[src/rtl/fetch_prefetch_stage.sv]
// fetch_prefetch_stage: sequential-PC instruction fetch with credit-limited prefetch FIFO feeding IF/ID
module fetch_prefetch_stage #(
  parameter int DEPTH = 4,
  parameter int PC_W = 64,
  parameter logic [PC_W-1:0] RESET_PC = '0
) (
  input  logic            clk,
  input  logic            reset,
  output logic            imem_req_valid,
  input  logic            imem_req_ready,
  output logic [PC_W-1:0] imem_addr,
  input  logic            imem_rsp_valid,
  input  logic [31:0]     imem_rsp_data,
  input  logic            redirect,
  input  logic [PC_W-1:0] redirect_pc,
  input  logic            id_stall,
  output logic [31:0]     instr_ID,
  output logic [PC_W-1:0] PC_ID,
  output logic            valid_ID
);
  localparam int AW = $clog2(DEPTH);
  localparam int CW = AW + 1;
  logic [PC_W-1:0] pc, rsp_pc;
  logic [CW-1:0] outstanding, drop, count;
  logic [AW-1:0] wptr, rptr;
  logic [31:0] fifo_instr [DEPTH];
  logic [PC_W-1:0] fifo_pc [DEPTH];
  logic [CW:0] credit;
  logic hs, push, pop;
  // Requests are only issued while in-flight plus buffered words leave room in the FIFO
  always_comb begin
    credit = {1'b0, outstanding} + {1'b0, count};
    imem_req_valid = reset & ~redirect & (credit < (CW+1)'(DEPTH));
    imem_addr = pc;
    hs = imem_req_valid & imem_req_ready;
    push = imem_rsp_valid & ~redirect & (drop == '0);
    pop = ~redirect & ~id_stall & (count != '0);
  end
  // Fetch PC, response PC, in-flight/drop accounting and FIFO pointers
  always_ff @(posedge clk)
    if (!reset) begin
      pc <= RESET_PC;
      rsp_pc <= RESET_PC;
      outstanding <= '0;
      drop <= '0;
      count <= '0;
      wptr <= '0;
      rptr <= '0;
    end else begin
      outstanding <= outstanding + CW'(hs) - CW'(imem_rsp_valid);
      if (redirect) begin
        pc <= redirect_pc;
        rsp_pc <= redirect_pc;
        drop <= outstanding - CW'(imem_rsp_valid);
        count <= '0;
        wptr <= '0;
        rptr <= '0;
      end else begin
        if (hs) pc <= pc + PC_W'(4);
        if (push) rsp_pc <= rsp_pc + PC_W'(4);
        if (imem_rsp_valid && drop != '0) drop <= drop - CW'(1);
        wptr <= wptr + AW'(push);
        rptr <= rptr + AW'(pop);
        count <= count + CW'(push) - CW'(pop);
      end
    end
  // FIFO storage: each accepted word is tagged with the PC it was fetched from
  always_ff @(posedge clk)
    if (push) begin
      fifo_instr[wptr] <= imem_rsp_data;
      fifo_pc[wptr] <= rsp_pc;
    end
  // IF/ID register: redirect squashes, stall holds, otherwise pop head or insert a bubble
  always_ff @(posedge clk)
    if (!reset) begin
      valid_ID <= 1'b0;
      instr_ID <= '0;
      PC_ID <= '0;
    end else if (redirect) begin
      valid_ID <= 1'b0;
      instr_ID <= '0;
    end else if (!id_stall) begin
      valid_ID <= pop;
      instr_ID <= pop ? fifo_instr[rptr] : '0;
      if (pop) PC_ID <= fifo_pc[rptr];
    end
  // A response with nothing in flight means the memory broke the protocol
  always_ff @(posedge clk)
    if (reset) assert (!(imem_rsp_valid && outstanding == '0));
endmodule

[config.mk]
export PLATFORM = sky130hd
export DESIGN_NAME = fetch_prefetch_stage
export DESIGN_NICKNAME = d
export VERILOG_FILES = /design/src/rtl/fetch_prefetch_stage.sv
export SDC_FILE = /design/constraint.sdc
export NUM_CORES = 1
export LEC_CHECK = 0
export CAP_MARGIN = 40
export CORE_ASPECT_RATIO = 1.5
export CORE_MARGIN = 5
export CORE_UTILIZATION = 53
export CTS_BUF_LIST = sky130_fd_sc_hd__clkbuf_8
export CTS_CLUSTER_DIAMETER = 150
export DETAILED_ROUTE_END_ITERATION = 12
export GPL_TIMING_DRIVEN = 0
export PLACE_DENSITY_LB_ADDON = 0.08
export SYNTH_ARGS = -nofsm -noshare
export SYNTH_HDL_FRONTEND = slang
export SYNTH_SLANG_ARGS = --single-unit
export TNS_END_PERCENT = 5
[constraint.sdc]
create_clock -name clk -period 9.5 [get_ports clk]
set_clock_uncertainty 0.1 [all_clocks]
set_input_delay 1.9 -clock clk [delete_from_list [all_inputs] [get_ports clk]]
set_output_delay 1.9 -clock clk [all_outputs]
set_load 0.05 [all_outputs]
==> results of run 1 <==
cells by family after synthesis:
group                      after synthesis  share of synthesized area
and+or+nand+nor                        577                      0.117
buffers and inverters                  124                     0.0195
muxes                                  102                     0.0900
adders and majority gates               16                    0.00869
DFF                                    622                      0.658
AOI/OAI and AO/OA                      326                     0.0760
xor gates and xnor gates                88                     0.0311
power breakdown:
part | switching (W) | leakage, nW | internal [W]
Combinational | 0.000294 | 3.45 | 0.000196
Clock | 0.000991 | 1.01 | 0.00105
Sequential | 0.0000949 | 5.46 | 0.00296
layout make-up:
cell class,instances,area (µm²)
antenna,1,2.50
tap,594,743
inverter,23,86.3
timing repair buffer,295,3160
buffer,101,397
clock inverter,70,407
sequential,622,16300
multi-input combinational,1109,8020
clock buffer,96,1320
fill,3535,16100
worst paths after layout:
kind,to,slack [ns],cells after the start
setup / recovery,imem_req_valid,3.44,4
hold / removal,PC_ID[37]$_SDFFE_PN0P_,0.36,2
setup reg to reg,outstanding[2]$_SDFF_PN0_,5.55,13
hold reg to reg,PC_ID[37]$_SDFFE_PN0P_,0.36,2
critical path, cell delays in order:
cell             delay (ns)
clkdlybuf4s50_1        0.63
nor4b_1                0.43
and3b_1                0.26
clkdlybuf4s50_1        0.83
registers in the layout (all words and copies together), names as in the netlist, 3 cells and up:
register,count
drop,3
fifo_pc,256
count,3
instr_ID,32
fifo_instr,128
PC_ID,64
imem_addr,64
rsp_pc,64
outstanding,3
placed cells by master, fill, tap and decap left out, drive strengths merged, types with 5 or more instances in the layout:
cell / count
nor3b: 5
inv: 57
o211ai: 10
mux4: 96
nor4: 15
nand4: 57
clkbuf: 178
clkinv: 30
o21ai: 80
ha: 14
edfxtp: 384
nand3: 46
o311ai: 5
a21oi: 144
and4: 16
or4: 5
and3: 42
or3: 10
xnor2: 45
dfxtp: 238
buf: 52
and2: 25
nor2: 92
nand2: 222
nor3: 25
mux2: 5
xor2: 43
a22oi: 37
o21a: 6
clkdlybuf4s50: 261
a31oi: 19
per-layer routing:
layer | GRT usage | vias to the layer above | wire length (µm)
li1 | - | 7815 | -
met3 | 0.0481 | 148 | 4390
met2 | 0.463 | 706 | 35000
met5 | 0 | - | 0
met1 | 0.322 | 8332 | 26600
met4 | 0.108 | 0 | 2660
stage by stage:
step	cell area, µm²	TNS [ns]	hold WS (ns)
floorplan	24800	0	0.360
global placement	28100	-417.42	0.343
detailed placement	28700	0	0.350
CTS	30400	0	0.359
global route	30400	0	0.375
finish	30400	0	0.357
==> flow_summary.yaml, run 1 <==
clocking:
  cts_buffers: 89
  clk_latency_ns: 0.65
  cts_tree: "done"
  clock_path_buffers: 3
  cts_hold_buf: 0
  postCtsSetupRepairBufs: 0
  cts_sinks: 622
  cts-root-buf: "clkbuf_8"
  clk_pin_slew_ns: 0.06
  htreeDepth: 3
  cts_resized: 0
yosys:
  synthTopCellsByArea: "edfxtp_1 (47%), dfxtp_1 (19%), mux4_2 (8.7%)"
  synth_cell_types: 63
  ys_seq_area_frac: 0.658
  synth_seq_cells: 622
  synthesis.nets: 1973
  yosysMostFrequentCell: "edfxtp_1"
  dominantRegCellSynth: "edfxtp_1"
  synth_edf_count: 384
  yosysTopAreaCell: "edfxtp_1"
  async_flop_share: 0
  yosysTopAreaCellShare: 0.466
  syn_inst: 1855
  syn_area_um2: 24800
  yosysWarnings: 0
  avgSynthCellArea_um2: 13.3
  synth_commonest_cells: "edfxtp_1 (384), dfxtp_1 (238), nand2_1 (222)"
sta:
  slew_viol_final: 0
  slew_headroom: 0.398
  setup_viol: 0
  clock.fmax_mhz: 165
  grt_setup_unrepaired: "no"
  max_slew.worst_pin.slew_ns: 0.895
  post-route-period-util: 0.638
  fin_crit_ns: 6.06
  finalWorstSetupSlack_ns: 3.44
  finalHoldViolCount: 0
critical_path:
  startpoint: "redirect"
  end_kind: "output port"
  crit_fanout: 6
  crit_type: "in -> out"
  cp.required_ns: 7.50
  r2r-start: "count[1]$_SDFF_PP0_"
  cp.arrival_ns: 4.06
  critPathLaunchType: "input port"
layout:
  syn_to_final_growth_pct: 22.9
  drive_above_1_share: 0.117
  nets: 2359
  final_util: 0.655
  final_cell_count_no_fill: 2911
global_route:
  grt_use_total: 0.263
  grt_pass1_wl_mm: 104
  grt_max_degree: 43
  antenna_found_initial: 1
  grt_pass1_vias: 17900
  overflow: 0
floorplanning:
  start_util: 0.533
  die_x_um: 186
  core_um2: 46500
  die-area_um2: 51200
  die_h_um: 275
  io_pins: 264
  row_count: 97
routing:
  vias_per_cell: 5.84
  antenna_left: 0
  postRouteWirelength_mm: 68.7
  drt_first_pass_iters: 5
  drc_errors: 0
  num_vias: 17000
  wire_per_inst_um: 23.6
  drt_iter0_drc: 1179
placed_design:
  gp_congestion: 0.928
  dpl.hpwl_mm: 50.9
  portBuffers: 261
  dp.cells: 2744
  pre_cts_ws_ns: 3.46
flow_run:
  maxCapViolations: 0
power_and_ir_drop:
  vdd_drop_max_mv: 0.110
  p_leak_nw: 9.92
  p_total_w: 0.00558
  power_density_nw_per_um2: 183
worst_hold_path:
  hp-class: "reg -> reg"
  worstHoldStart: "PC_ID[37]$_SDFFE_PN0P_"
run_status:
  status: "completed"
(Power assumes the default switching activity.)
==> inputs of run 2 (changes only) <==
--- a/config.mk
+++ b/config.mk
@@ -8,7 +8,7 @@
 export CAP_MARGIN = 40
 export CORE_ASPECT_RATIO = 1.5
 export CORE_MARGIN = 5
-export CORE_UTILIZATION = 53
+export CORE_UTILIZATION = 59
 export CTS_BUF_LIST = sky130_fd_sc_hd__clkbuf_8
 export CTS_CLUSTER_DIAMETER = 150
 export DETAILED_ROUTE_END_ITERATION = 12
==> constraint.sdc (replaced) <==
create_clock -name clk -period 5.94 [get_ports clk]
set_clock_uncertainty 0.1 [all_clocks]
set_input_delay 1.188 -clock clk [delete_from_list [all_inputs] [get_ports clk]]
set_output_delay 1.188 -clock clk [all_outputs]
set_load 0.05 [all_outputs]
==> run 2 against run 1 <==
Effect of this change:
- first-iteration DRC count increased by 14%
- total power grew 65%
- non-clock buffer count unchanged
- sequential power grew 60%
- setup slack got worse by 2.2 ns
- final cell count shrank 0.93%
- routed wire length is 1.1% higher
- sequential share of layout area down 0.25 points
- combinational power up 61%
- clock-buffer cell count grew 9
- final area grew 0.46%
- register-to-register slack worse by 3.5 ns
- critical path type unchanged
- largest cell class unchanged
==> flow_summary.yaml, run 2 (synthesis results as in run 1) <==
sta:
  fin_crit_ns: 4.68
  hold_slack_ns: 0.354
  slew_headroom: 0.438
  post-route-period-util: 0.788
  max_slew.worst_pin.slew_ns: 0.840
  grt_setup_unrepaired: "no"
  slew_viol_final: 0
  finalWorstSetupSlack_ns: 1.26
  finalHoldViolCount: 0
  clock.fmax_mhz: 214
  setup_viol: 0
clocking:
  cts-root-buf: "clkbuf_8"
  cts_resized: 0
  htreeDepth: 3
  postCtsSetupRepairBufs: 0
  cts_buffers: 89
  clock_path_buffers: 3
  cts_hold_buf: 0
  cts_sinks: 622
  clk_pin_slew_ns: 0.06
  cts_tree: "done"
  clk_latency_ns: 0.66
placed_design:
  gp_congestion: 0.943
  pre_cts_ws_ns: 0.711
  dpl.hpwl_mm: 50.6
  portBuffers: 261
run_status:
  status: "completed"
floorplanning:
  row_count: 92
  die-area_um2: 46300
  die_h_um: 261
  io_pins: 264
  start_util: 0.593
  die_x_um: 177
  core_um2: 41800
global_route:
  grt_max_degree: 43
  overflow: 0
  grt_use_total: 0.301
  antenna_found_initial: 3
  grt_pass1_wl_mm: 105
  grt_pass1_vias: 17800
critical_path:
  r2r-end: "outstanding[2]$_SDFF_PN0_"
  timing.critical_path.cells: "clkdlybuf4s50_1, nor4b_1, and3b_1, clkdlybuf4s50_1"
  cpMostUsedCell: "clkdlybuf4s50_1"
  critPathLaunchType: "input port"
  r2r-start: "count[1]$_SDFF_PP0_"
  crit_type: "in -> out"
  crit_slowest_cell: "clkdlybuf4s50_1"
  cp.required_ns: 4.65
  end_kind: "output port"
  crit_fanout: 6
  slowest_delay_ns: 0.84
  cp.arrival_ns: 3.39
  rr_worst_depth: 13
  regToRegSetupSlack_ns: 2.04
layout:
  top_register: "fifo_pc"
  drive_above_1_share: 0.121
  nets: 2359
  largest_register_ffs: 256
  largest_registers: "fifo_pc x256, fifo_instr x128"
  syn_to_final_growth_pct: 23.4
  mostFrequentLayoutCells: "edfxtp_1 (384), clkdlybuf4s50_1 (261), dfxtp_1 (238)"
  final_common_cell: "edfxtp_1"
power_and_ir_drop:
  p_leak_nw: 10.0
  power_density_nw_per_um2: 302
  p_total_w: 0.00922
  vdd_drop_max_mv: 0.195
routing:
  drc_errors: 0
  postRouteWirelength_mm: 69.4
  vias_per_cell: 6.00
  wire_per_inst_um: 24.1
  wl_met3_mm: 5.13
  num_vias: 17300
  drt_iter0_drc: 1348
  antenna_left: 0
  highest_layer: "met5"
  m1WireLength_mm: 25.6
  drt_first_pass_iters: 5
  wl_met2_mm: 35.6
worst_hold_path:
  min_to: "PC_ID[53]$_SDFFE_PN0P_"
  hp-class: "reg -> reg"
  worstHoldStart: "PC_ID[53]$_SDFFE_PN0P_"
  holdPathStages: 2
flow_run:
  maxCapViolations: 0
run 2: cell count changes in the layout (fill, tap and decap cells not counted), moves of 3 or more:
cell        change
clkinv_1       -13
clkbuf_8        +9
bufinv_16       +3
clkinvlp_4      +3
inv_1           +3
clkinv_2        -3
run 2: worst max-delay path, delay by kind of cell:
| kind | cells | cell delay (ns) |
|---|---|---|
| AND/OR/NAND/NOR | 2 | 0.69 |
| buffers and inverters | 2 | 1.51 |
run 2: worst max path at each step:
stage / from / cells after the start / endpoint / slack [ns]
final: redirect / 4 / imem_req_valid / 1.26
after floorplan: imem_rsp_valid / 4 / fifo_instr[1][0]$_DFFE_PP_ / -0.32
after CTS: redirect / 4 / imem_req_valid / 1.29
after global placement: imem_rsp_valid / 5 / fifo_instr[1][4]$_DFFE_PP_ / -4.22
after global routing: redirect / 4 / imem_req_valid / 1.21
after detailed placement: redirect / 13 / outstanding[2]$_SDFF_PN0_ / 0.71
run 2: routing by layer:
metal / global-route usage / vias to the layer above
met2: 0.516 / 804
met4: 0.133 / 2
met1: 0.372 / 8500
li1: - / 7824
met3: 0.0598 / 176
met5: 0 / -
run 2: where the power goes:
part	internal [W]	leakage, nW	switching (W)
clock	0.00192	1.10	0.00162
sequential	0.00473	5.46	0.000150
combinational	0.000313	3.45	0.000474
run 2: cell type report:
type                       instances  area [µm²]
buffer                           101         397
inverter                          23        86.3
antenna                            2        5.00
timing repair buffer             295        3150
sequential                       622       16300
fill                            2753       11200
multi-input combinational       1109        8020
clock inverter                    63         467
clock buffer                     105        1450
tap                              564         706
run 2: per-stage QoR:
step / instances / TNS [ns] / area [µm²] / utilization
floorplan: 1855 / -60.82 / 24800 / -
global placement: 2680 / -1241.44 / 28100 / 0.672
detailed placement: 2714 / 0 / 28700 / 0.686
CTS: 2882 / 0 / 30600 / 0.731
global route: 2883 / 0 / 30600 / 0.731
finish: 2884 / 0 / 30600 / 0.732
==> inputs of run 3 (changes only) <==
--- a/config.mk
+++ b/config.mk
@@ -8,7 +8,7 @@
 export CAP_MARGIN = 40
 export CORE_ASPECT_RATIO = 1.5
 export CORE_MARGIN = 5
-export CORE_UTILIZATION = 59
+export CORE_UTILIZATION = 53
 export CTS_BUF_LIST = sky130_fd_sc_hd__clkbuf_8
 export CTS_CLUSTER_DIAMETER = 150
 export DETAILED_ROUTE_END_ITERATION = 12
==> constraint.sdc (replaced) <==
create_clock -name clk -period 3.7 [get_ports clk]
set_clock_uncertainty 0.1 [all_clocks]
set_input_delay 0.74 -clock clk [delete_from_list [all_inputs] [get_ports clk]]
set_output_delay 0.74 -clock clk [all_outputs]
set_load 0.05 [all_outputs]
==> run 3 against run 2 <==
Effect of this change:
- critical path depth rose by 8
- die area increased by 11%
- clock-buffer cell count shrank 5
- hold slack hardly changed
- global-route usage down 3.4 points
- critical endpoint is now outstanding[2]$_SDFF_PN0_
- largest power group unchanged
==> flow_summary.yaml, run 3 (synthesis results as in run 1) <==
run_status:
  status: "completed"
routing:
  postRouteWirelength_mm: 69.7
  wire_per_inst_um: 23.9
  drc_errors: 0
  drt_iter0_drc: 996
  vias_per_cell: 5.89
  num_vias: 17200
  drt_first_pass_iters: 5
  antenna_left: 0
clocking:
  cts_sinks: 622
  cts_buffers: 90
  clock_path_buffers: 3
  htreeDepth: 3
  cts-root-buf: "clkbuf_8"
  cts_tree: "done"
  clk_pin_slew_ns: 0.07
  clk_latency_ns: 0.65
  postCtsSetupRepairBufs: 0
global_route:
  grt_use_total: 0.267
  grt_pass1_vias: 18000
  grt_max_degree: 39
  overflow: 0
  grt_pass1_wl_mm: 105
  antenna_found_initial: 1
placed_design:
  gp_congestion: 0.939
  dp.cells: 2746
  dpl.hpwl_mm: 51.5
  portBuffers: 261
  pre_cts_ws_ns: -1.14
power_and_ir_drop:
  p_seq_frac: 0.541
  clkPwrFrac: 0.372
  power.internal_w: 0.0109
  p_switching_w: 0.00360
  vdd_drop_max_mv: 0.311
  p_leak_nw: 9.96
  power_frac_comb: 0.087
  sw_frac_of_total: 0.249
  power_density_nw_per_um2: 474
layout:
  final_common_cell: "edfxtp_1"
  largest_register_ffs: 256
  nets: 2360
  syn_to_final_growth_pct: 23.2
  largest_registers: "fifo_pc x256, fifo_instr x128"
  final_cell_count_no_fill: 2914
  mostFrequentLayoutCells: "edfxtp_1 (384), clkdlybuf4s50_1 (259), dfxtp_1 (238)"
  top_register: "fifo_pc"
  drive_above_1_share: 0.123
  fill_cells: 3450
floorplanning:
  core_um2: 46500
  die_h_um: 275
  io_pins: 264
  die_x_um: 186
  start_util: 0.533
  row_count: 97
  die-area_um2: 51200
critical_path:
  crit_type: "reg -> reg"
  startpoint: "outstanding[2]$_SDFF_PN0_"
  cp.required_ns: 4.12
  r2r-start: "outstanding[2]$_SDFF_PN0_"
  end_kind: "flip-flop"
  critPathLaunchType: "flip-flop"
  rr_worst_depth: 12
  crit_fanout: 19
  cp.arrival_ns: 3.77
flow_run:
  maxCapViolations: 0
sta:
  max_slew.worst_pin.slew_ns: 0.920
  setup_viol: 0
  slew_viol_final: 0
  slew_headroom: 0.387
  post-route-period-util: 0.905
  clock.fmax_mhz: 299
  fin_crit_ns: 3.35
  grt_setup_unrepaired: "no"
  finalWorstSetupSlack_ns: 0.352
  finalHoldViolCount: 0
worst_hold_path:
  hp-class: "reg -> reg"
  worstHoldStart: "PC_ID[22]$_SDFFE_PN0P_"
  holdPathStages: 2
[run 3: what timing repair did]
action                     CTS  global route
hold buffers                 0             0
gates cloned                 0             0
gates resized for setup      2             2
setup endpoints to repair    4             2
[run 3: worst paths after layout]
check | endpoint | slack, ns
worst max-delay path | outstanding[2]$_SDFF_PN0_ | 0.35
worst min-delay path | PC_ID[22]$_SDFFE_PN0P_ | 0.35
worst max register to register | outstanding[2]$_SDFF_PN0_ | 0.35
worst min register to register | PC_ID[22]$_SDFFE_PN0P_ | 0.35
[run 3: layer usage]
layer / global-route usage / wire, µm / vias up / part of all wire
li1: - / - / 7833 / -
met4: 0.114 / 2770 / 0 / 0.040
met1: 0.322 / 27100 / 8493 / 0.39
met3: 0.0506 / 4100 / 167 / 0.059
met2: 0.472 / 35700 / 678 / 0.51
met5: 0 / 0 / - / 0
[run 3: power groups by stage]
stage          clock, W  sequential (W)  combinational [W]
3_3_place_gp          0         0.00798            0.00121
4_1_cts         0.00547         0.00783            0.00126
5_1_grt         0.00582         0.00786            0.00134
3_5_place_dp          0         0.00798            0.00126
2_1_floorplan         0         0.00812           0.000511
6_report        0.00538         0.00784            0.00126
[run 3: worst max-delay path, cell delays in order, from the launching register on]
cell      delay [ns]
dfxtp_1         0.36
ha_1            0.23
nor4b_2         0.30
and4b_1         0.34
inv_2           0.23
clkbuf_2        0.33
ha_1            0.36
inv_1           0.04
ha_1            0.18
fa_1            0.38
xnor2_1         0.18
xnor2_1         0.14
nor2_1          0.05
[run 3: layout make-up]
class | count | area (µm²) | area share
clock buffer | 100 | 1380 | 0.0451
antenna | 1 | 2.50 | 0.0000820
sequential | 622 | 16300 | 0.534
tap | 594 | 743 | 0.0244
multi-input combinational | 1109 | 8020 | 0.263
inverter | 23 | 86.3 | 0.00283
clock inverter | 69 | 415 | 0.0136
timing repair buffer | 297 | 3180 | 0.104
buffer | 99 | 390 | 0.0128
[run 3: metrics by stage]
step,util,TNS (ns),area (µm²),hold slack (ns),power (W)
4_1_cts,0.656,0,30500,0.357,0.0146
3_5_place_dp,0.618,-11.13,28700,0.348,0.00924
3_3_place_gp,0.605,-1224.36,28100,0.343,0.00919
5_1_grt,0.657,0,30500,0.369,0.0150
6_report,0.657,0,30500,0.354,0.0145
2_1_floorplan,-,-136.45,24800,0.360,0.00863
